==> config.mk <==
export PLATFORM = sky130hd
export DESIGN_NAME = counter_sequencer
export DESIGN_NICKNAME = d
export VERILOG_FILES = /design/src/rtl/cseq_pkg.sv /design/src/rtl/cseq_len_ctr.sv /design/src/rtl/counter_sequencer.sv
export SDC_FILE = /design/constraint.sdc
export NUM_CORES = 1
export LEC_CHECK = 0
export BUFFER_PORTS_ARGS = -buffer_cell sky130_fd_sc_hd__buf_2
export CORE_MARGIN = 2
export CORE_UTILIZATION = 55
export CTS_BUF_LIST = sky130_fd_sc_hd__clkbuf_4 sky130_fd_sc_hd__clkbuf_8
export DETAILED_ROUTE_END_ITERATION = 6
export GPL_ROUTABILITY_DRIVEN = 1
export GPL_TIMING_DRIVEN = 0
export PLACE_DENSITY = 0.86
export SLEW_MARGIN = 20
export SYNTH_ARGS = -nofsm -noshare
export SYNTH_HDL_FRONTEND = slang
export SYNTH_SLANG_ARGS = --single-unit
==> constraint.sdc <==
create_clock -name clk -period 4.8 [get_ports clk]
set_clock_uncertainty 0.15 [all_clocks]
set_input_delay 0.72 -clock clk [delete_from_list [all_inputs] [get_ports clk]]
set_output_delay 0.72 -clock clk [all_outputs]
set_load 0.02 [all_outputs]
==> src/rtl/cseq_pkg.sv <==
// Shared types and default widths for the counter sequencer.
// Holds the command opcode encodings and the sequencer FSM state enum.
package cseq_pkg;

  localparam int CSEQ_W  = 4;
  localparam int CSEQ_LW = 8;

  typedef enum logic [1:0] {
    OP_NOP   = 2'b00,
    OP_LOAD  = 2'b01,
    OP_RUN   = 2'b10,
    OP_CLEAR = 2'b11
  } op_t;

  typedef enum logic [2:0] {
    S_IDLE  = 3'd0,
    S_LOAD  = 3'd1,
    S_RUN   = 3'd2,
    S_CLEAR = 3'd3,
    S_DONE  = 3'd4
  } state_t;

endpackage

==> src/rtl/cseq_len_ctr.sv <==
// Loadable down counter that tracks how many RUN cycles remain.
// It stops at zero and never wraps; zero is decoded from the count.
module cseq_len_ctr
  import cseq_pkg::*;
#(
  parameter int LW = CSEQ_LW
) (
  input  logic          clk,
  input  logic          clr,
  input  logic          load,
  input  logic [LW-1:0] load_val,
  input  logic          dec,
  output logic          zero
);

  logic [LW-1:0] cnt;

  // remaining-cycle register: load wins over decrement, floor at zero
  always_ff @(posedge clk) begin
    if (clr) begin
      cnt <= {LW{1'b0}};
    end else if (load) begin
      cnt <= load_val;
    end else if (dec && (cnt != {LW{1'b0}})) begin
      cnt <= cnt - {{(LW-1){1'b0}}, 1'b1};
    end else begin
      cnt <= cnt;
    end
  end

  assign zero = (cnt == {LW{1'b0}});

endmodule

==> src/rtl/counter_sequencer.sv <==
// Command-driven controller for a 4-bit loadable binary counter (LOAD/RUN/CLEAR).
// Optional feature macro CSEQ_WRAP_STATS_EN adds the wrap_cnt carry statistic.
module counter_sequencer
  import cseq_pkg::*;
#(
  parameter int W  = CSEQ_W,
  parameter int LW = CSEQ_LW
) (
  input  logic          clk,
  input  logic          clr,
  input  logic          cmd_valid,
  output logic          cmd_ready,
  input  logic [1:0]    cmd_op,
  input  logic [W-1:0]  cmd_data,
  input  logic [LW-1:0] cmd_len,
  input  logic          abort,
  output logic [W-1:0]  ctr_I,
  output logic          ctr_ld,
  output logic          ctr_count,
  output logic          ctr_clr,
  input  logic          ctr_carry,
  input  logic [W-1:0]  ctr_A,
  output logic          done,
  output logic          done_carry,
  output logic [W-1:0]  done_A
`ifdef CSEQ_WRAP_STATS_EN
  ,
  output logic [7:0]    wrap_cnt
`endif
);

  state_t state, state_nxt;
  logic   accept;
  logic   active;
  logic   len_load, len_dec, len_zero;

  assign accept    = cmd_valid && (state == S_IDLE);
  assign active    = (state == S_LOAD) || (state == S_RUN) || (state == S_CLEAR);
  assign cmd_ready = (state == S_IDLE);
  assign ctr_ld    = (state == S_LOAD);
  assign ctr_count = (state == S_RUN);
  assign ctr_clr   = (state == S_CLEAR);
  assign done      = (state == S_DONE);

  // A RUN of length N preloads N-1 so the zero flag marks its final cycle.
  cseq_len_ctr #(.LW(LW)) u_len_ctr (
    .clk      (clk),
    .clr      (clr),
    .load     (len_load),
    .load_val (cmd_len - {{(LW-1){1'b0}}, 1'b1}),
    .dec      (len_dec),
    .zero     (len_zero)
  );

  // next-state decode
  always_comb begin
    state_nxt = state;
    len_load  = 1'b0;
    len_dec   = 1'b0;
    case (state)
      S_IDLE: begin
        if (cmd_valid) begin
          case (op_t'(cmd_op))
            OP_LOAD:  state_nxt = S_LOAD;
            OP_CLEAR: state_nxt = S_CLEAR;
            OP_RUN: begin
              if (cmd_len == {LW{1'b0}}) begin
                state_nxt = S_DONE;
              end else begin
                state_nxt = S_RUN;
                len_load  = 1'b1;
              end
            end
            default:  state_nxt = S_IDLE;
          endcase
        end else begin
          state_nxt = S_IDLE;
        end
      end
      S_LOAD, S_CLEAR: state_nxt = S_DONE;
      S_RUN: begin
        if (abort || len_zero) begin
          state_nxt = S_DONE;
        end else begin
          len_dec = 1'b1;
        end
      end
      S_DONE:  state_nxt = S_IDLE;
      default: state_nxt = S_IDLE;
    endcase
  end

  // state, captured load value and completion report
  always_ff @(posedge clk) begin
    if (clr) begin
      state      <= S_IDLE;
      ctr_I      <= {W{1'b0}};
      done_carry <= 1'b0;
      done_A     <= {W{1'b0}};
    end else begin
      state <= state_nxt;
      if (accept) begin
        ctr_I      <= cmd_data;
        done_carry <= 1'b0;
      end else if (active && ctr_carry) begin
        done_carry <= 1'b1;
      end else begin
        done_carry <= done_carry;
      end
      if (active) begin
        done_A <= ctr_A;
      end else begin
        done_A <= done_A;
      end
    end
  end

`ifdef CSEQ_WRAP_STATS_EN
  // saturating count of RUN cycles in which the counter wrapped
  always_ff @(posedge clk) begin
    if (clr) begin
      wrap_cnt <= 8'd0;
    end else if ((state == S_RUN) && ctr_carry && (wrap_cnt != 8'hFF)) begin
      wrap_cnt <= wrap_cnt + 8'd1;
    end else begin
      wrap_cnt <= wrap_cnt;
    end
  end
`endif

endmodule

==> reports/qor.txt <==
status: finished, final reports clean
r2r endpoint: u_len_ctr.cnt[6]
Hold Startpoint: ctr_I[0]
final wirelength: 2560 um
Max Fclk: 294 MHz
Max Cap Viol: 0
most frequent cells in the layout: 36 x buf_2, 20 x dfxtp_1, 16 x nor2_1
clk_lat worst skew: 300 ps
PD cells: 307 nW/um2
Static Leakage: 0.670 nW
worst endpoint required time: 4850 ps
DRC viols: 0
Hold Buf Count CTS: 0
CTS sink count: 20
post_cts resized: 0
most common cell after layout, fill and taps aside: buf_2
Initial Util: 57.7%
worst min-delay path endpoint: ctr_I[0]
Mapped Cells: 121
per-cell routed wire length: 13.7 um
row cnt: 16
minimum clock period: 3400 ps
Post-synth EDFFs: 0
yosys warns: 0
final setup fails: 0
Slowest cell on crit path: nor4b_4
RSZ-0062 raised after global routing: false
sequential area share after synthesis: 36.1%
die height: 48.9 um
WP buf/inv: 3
Antenna Nets Post-Route: 0
reg2reg path depth: 12
initial antenna violation count: 0
Primary FF master, synth: dfxtp_1
area of the mapped netlist: 1110 um2
register-to-register setup slack: 1400 ps
Yosys reg bits: 20
clk slew on worst S/H paths: 120 ps
Setup Buffers After CTS: 0
port buffer count: 35
gr usage total: 23.9%
fin nets: 185
crit start category: register
first-pass GRT wire length: 4560 um
initial drt markers: 19
ANT cells: 0
HP Class: register to register
core area: 1920 um2
setup total negative slack: 0 ps
post-synth top area share: 36.1%
fraction of registers with async set/reset: 0%
GP Congestion: 0.868
Top-Level Pins: 37
vias post-DR: 1060
dpl hpwl: 1960 um
Crit path max-delay family: simple AND/OR/NAND/NOR gates
period utilization: 70.9%
synthesized area per cell: 9.16 um2
worst relative slew slack: 58.8%
Congestion Overflow GR: 0
endpoints failing hold: 0
WS Path Type: register to register
count of cell types in the netlist: 42
drt via density: 5.67
max-slew violation count: 0
Post-Syn Nets: 145
fillers: 169
CTS Root Cell: clkbuf_4
die area: 2390 um2
Layout area overhead: 23.6%
slew at the pin closest to its max-slew limit: 616 ps
Synth area leaders: dfxtp_1 36%, mux2i_1 9.0%, nor2_1 5.4%, xor2_1 4.0%, nor3_1 3.6%
CTS tree: done
H-tree levels: 1
final hold slack: 356 ps
first-pass detailed-route iteration total: 4
worst hold path depth: 2
crit-path max cell delay: 580 ps
Die X: 48.9 um
crit end category: register
crit path max fanout: 9
Arr. time, crit path: 3450 ps
Yosys top cell by area: dfxtp_1
cts bufs inserted: 3
share of cells above drive strength 1: 30.0%
worst r2r src: state[0]
Max IR drop VDD: 0.000235 V
largest net degree at the start of global routing: 13
number of global-route vias before repair: 1077
clk buf depth: 2
Non-Filler Instances: 187
Placed Cells incl. Taps: 183
CP Cell Sequence: buf_6, nor4b_4, and3b_1, and2_1, buf_4, mux2i_1, ha_1, inv_1, or3_1, nor3_1, xor2_1, o211a_1
-- Yosys cell counts (all sizes together) (2+ instances only) --
cell and count:
buf 5, xor2 5, o21bai 2, xnor2 2, a31oi 2, o21ai 2, nand3 2, o311a 2
nor4b 2, nor4 2, and3b 2, mux2i 10, nor2 16, nor3b 3, nor3 8, or4 2
dfxtp 20, nand2 5, inv 5, o211ai 3, a21oi 3, a211oi 3
-- state kept, by name, summed over array words and instances (netlist names) --
name and count:
done_A 4, ctr_I 4, state 3, u_len_ctr.cnt 8
done_carry 1
-- power by group --
| group | switching (mW) | internal (mW) | total, mW | leakage, nW |
|---|---|---|---|---|
| registers | 0.00902 | 0.177 | 0.186 | 0.163 |
| logic | 0.0552 | 0.0432 | 0.0984 | 0.478 |
| clock network | 0.0524 | 0.0843 | 0.137 | 0.0279 |
-- logic make-up (layout without fill, tap and decap cells) --
logic type	Yosys count	in the layout	synth area share, %
and+or+nand+nor	48	48	25.1
AOI/OAI and AO/OA	24	24	17.6
DFF	20	20	36.1
buffers and inverters	11	50	5.53
muxes	10	10	9.03
xor gates and xnor gates	7	7	5.53
adders and majority gates	1	1	1.13
-- area by class of cell --
class	instances	area, um2	share of cell area (%)
Sequential cell	20	400	29.2
Multi-Input combinational cell	90	647	47.2
Clock buffer	3	22.5	1.64
Clock inverter	1	30.0	2.19
Tap cell	27	33.8	2.47
Buffer	6	42.5	3.11
Timing Repair Buffer	35	175	12.8
Inverter	5	18.8	1.37
-- how the worst max path moves through the flow --
stage / slack, ps / to / depth (start not counted) / start
2_1_floorplan: 1610 / u_len_ctr.cnt[6] / 11 / cmd_valid
3_3_place_gp: 1260 / u_len_ctr.cnt[6] / 12 / cmd_valid
3_5_place_dp: 1220 / u_len_ctr.cnt[6] / 12 / cmd_valid
4_1_cts: 1400 / u_len_ctr.cnt[6] / 12 / state[0]
5_1_grt: 1120 / u_len_ctr.cnt[6] / 12 / state[0]
6_report: 1400 / u_len_ctr.cnt[6] / 12 / state[0]
-- stage by stage --
stage	util, %	cell area (um2)	power, mW	setup WS (ps)
CTS	71.3	1370	0.422	1400
global placement	68.6	1320	0.282	1260
detailed placement	68.6	1320	0.286	1220
floorplan	-	1110	0.255	1610
finish	71.3	1370	0.421	1400
global route	71.3	1370	0.441	1120
-- routing by layer --
layer | share of wire (%) | GRT usage [%] | wire [um] | up-vias
met5 | 0 | 0 | 0 | -
met4 | 0.74 | 8.57 | 19 | 0
met3 | 6.9 | 4.60 | 178 | 4
met2 | 53 | 41.6 | 1350 | 47
met1 | 40 | 29.4 | 1020 | 483
li1 | - | - | - | 526
-- tightest hold or removal path, stage by stage, from the launching register on --
cell and delay [ps]:
dfxtp_1 340, mux2i_1 60, nor2_1 70
Note: power is estimated with default switching activity, not from simulation.
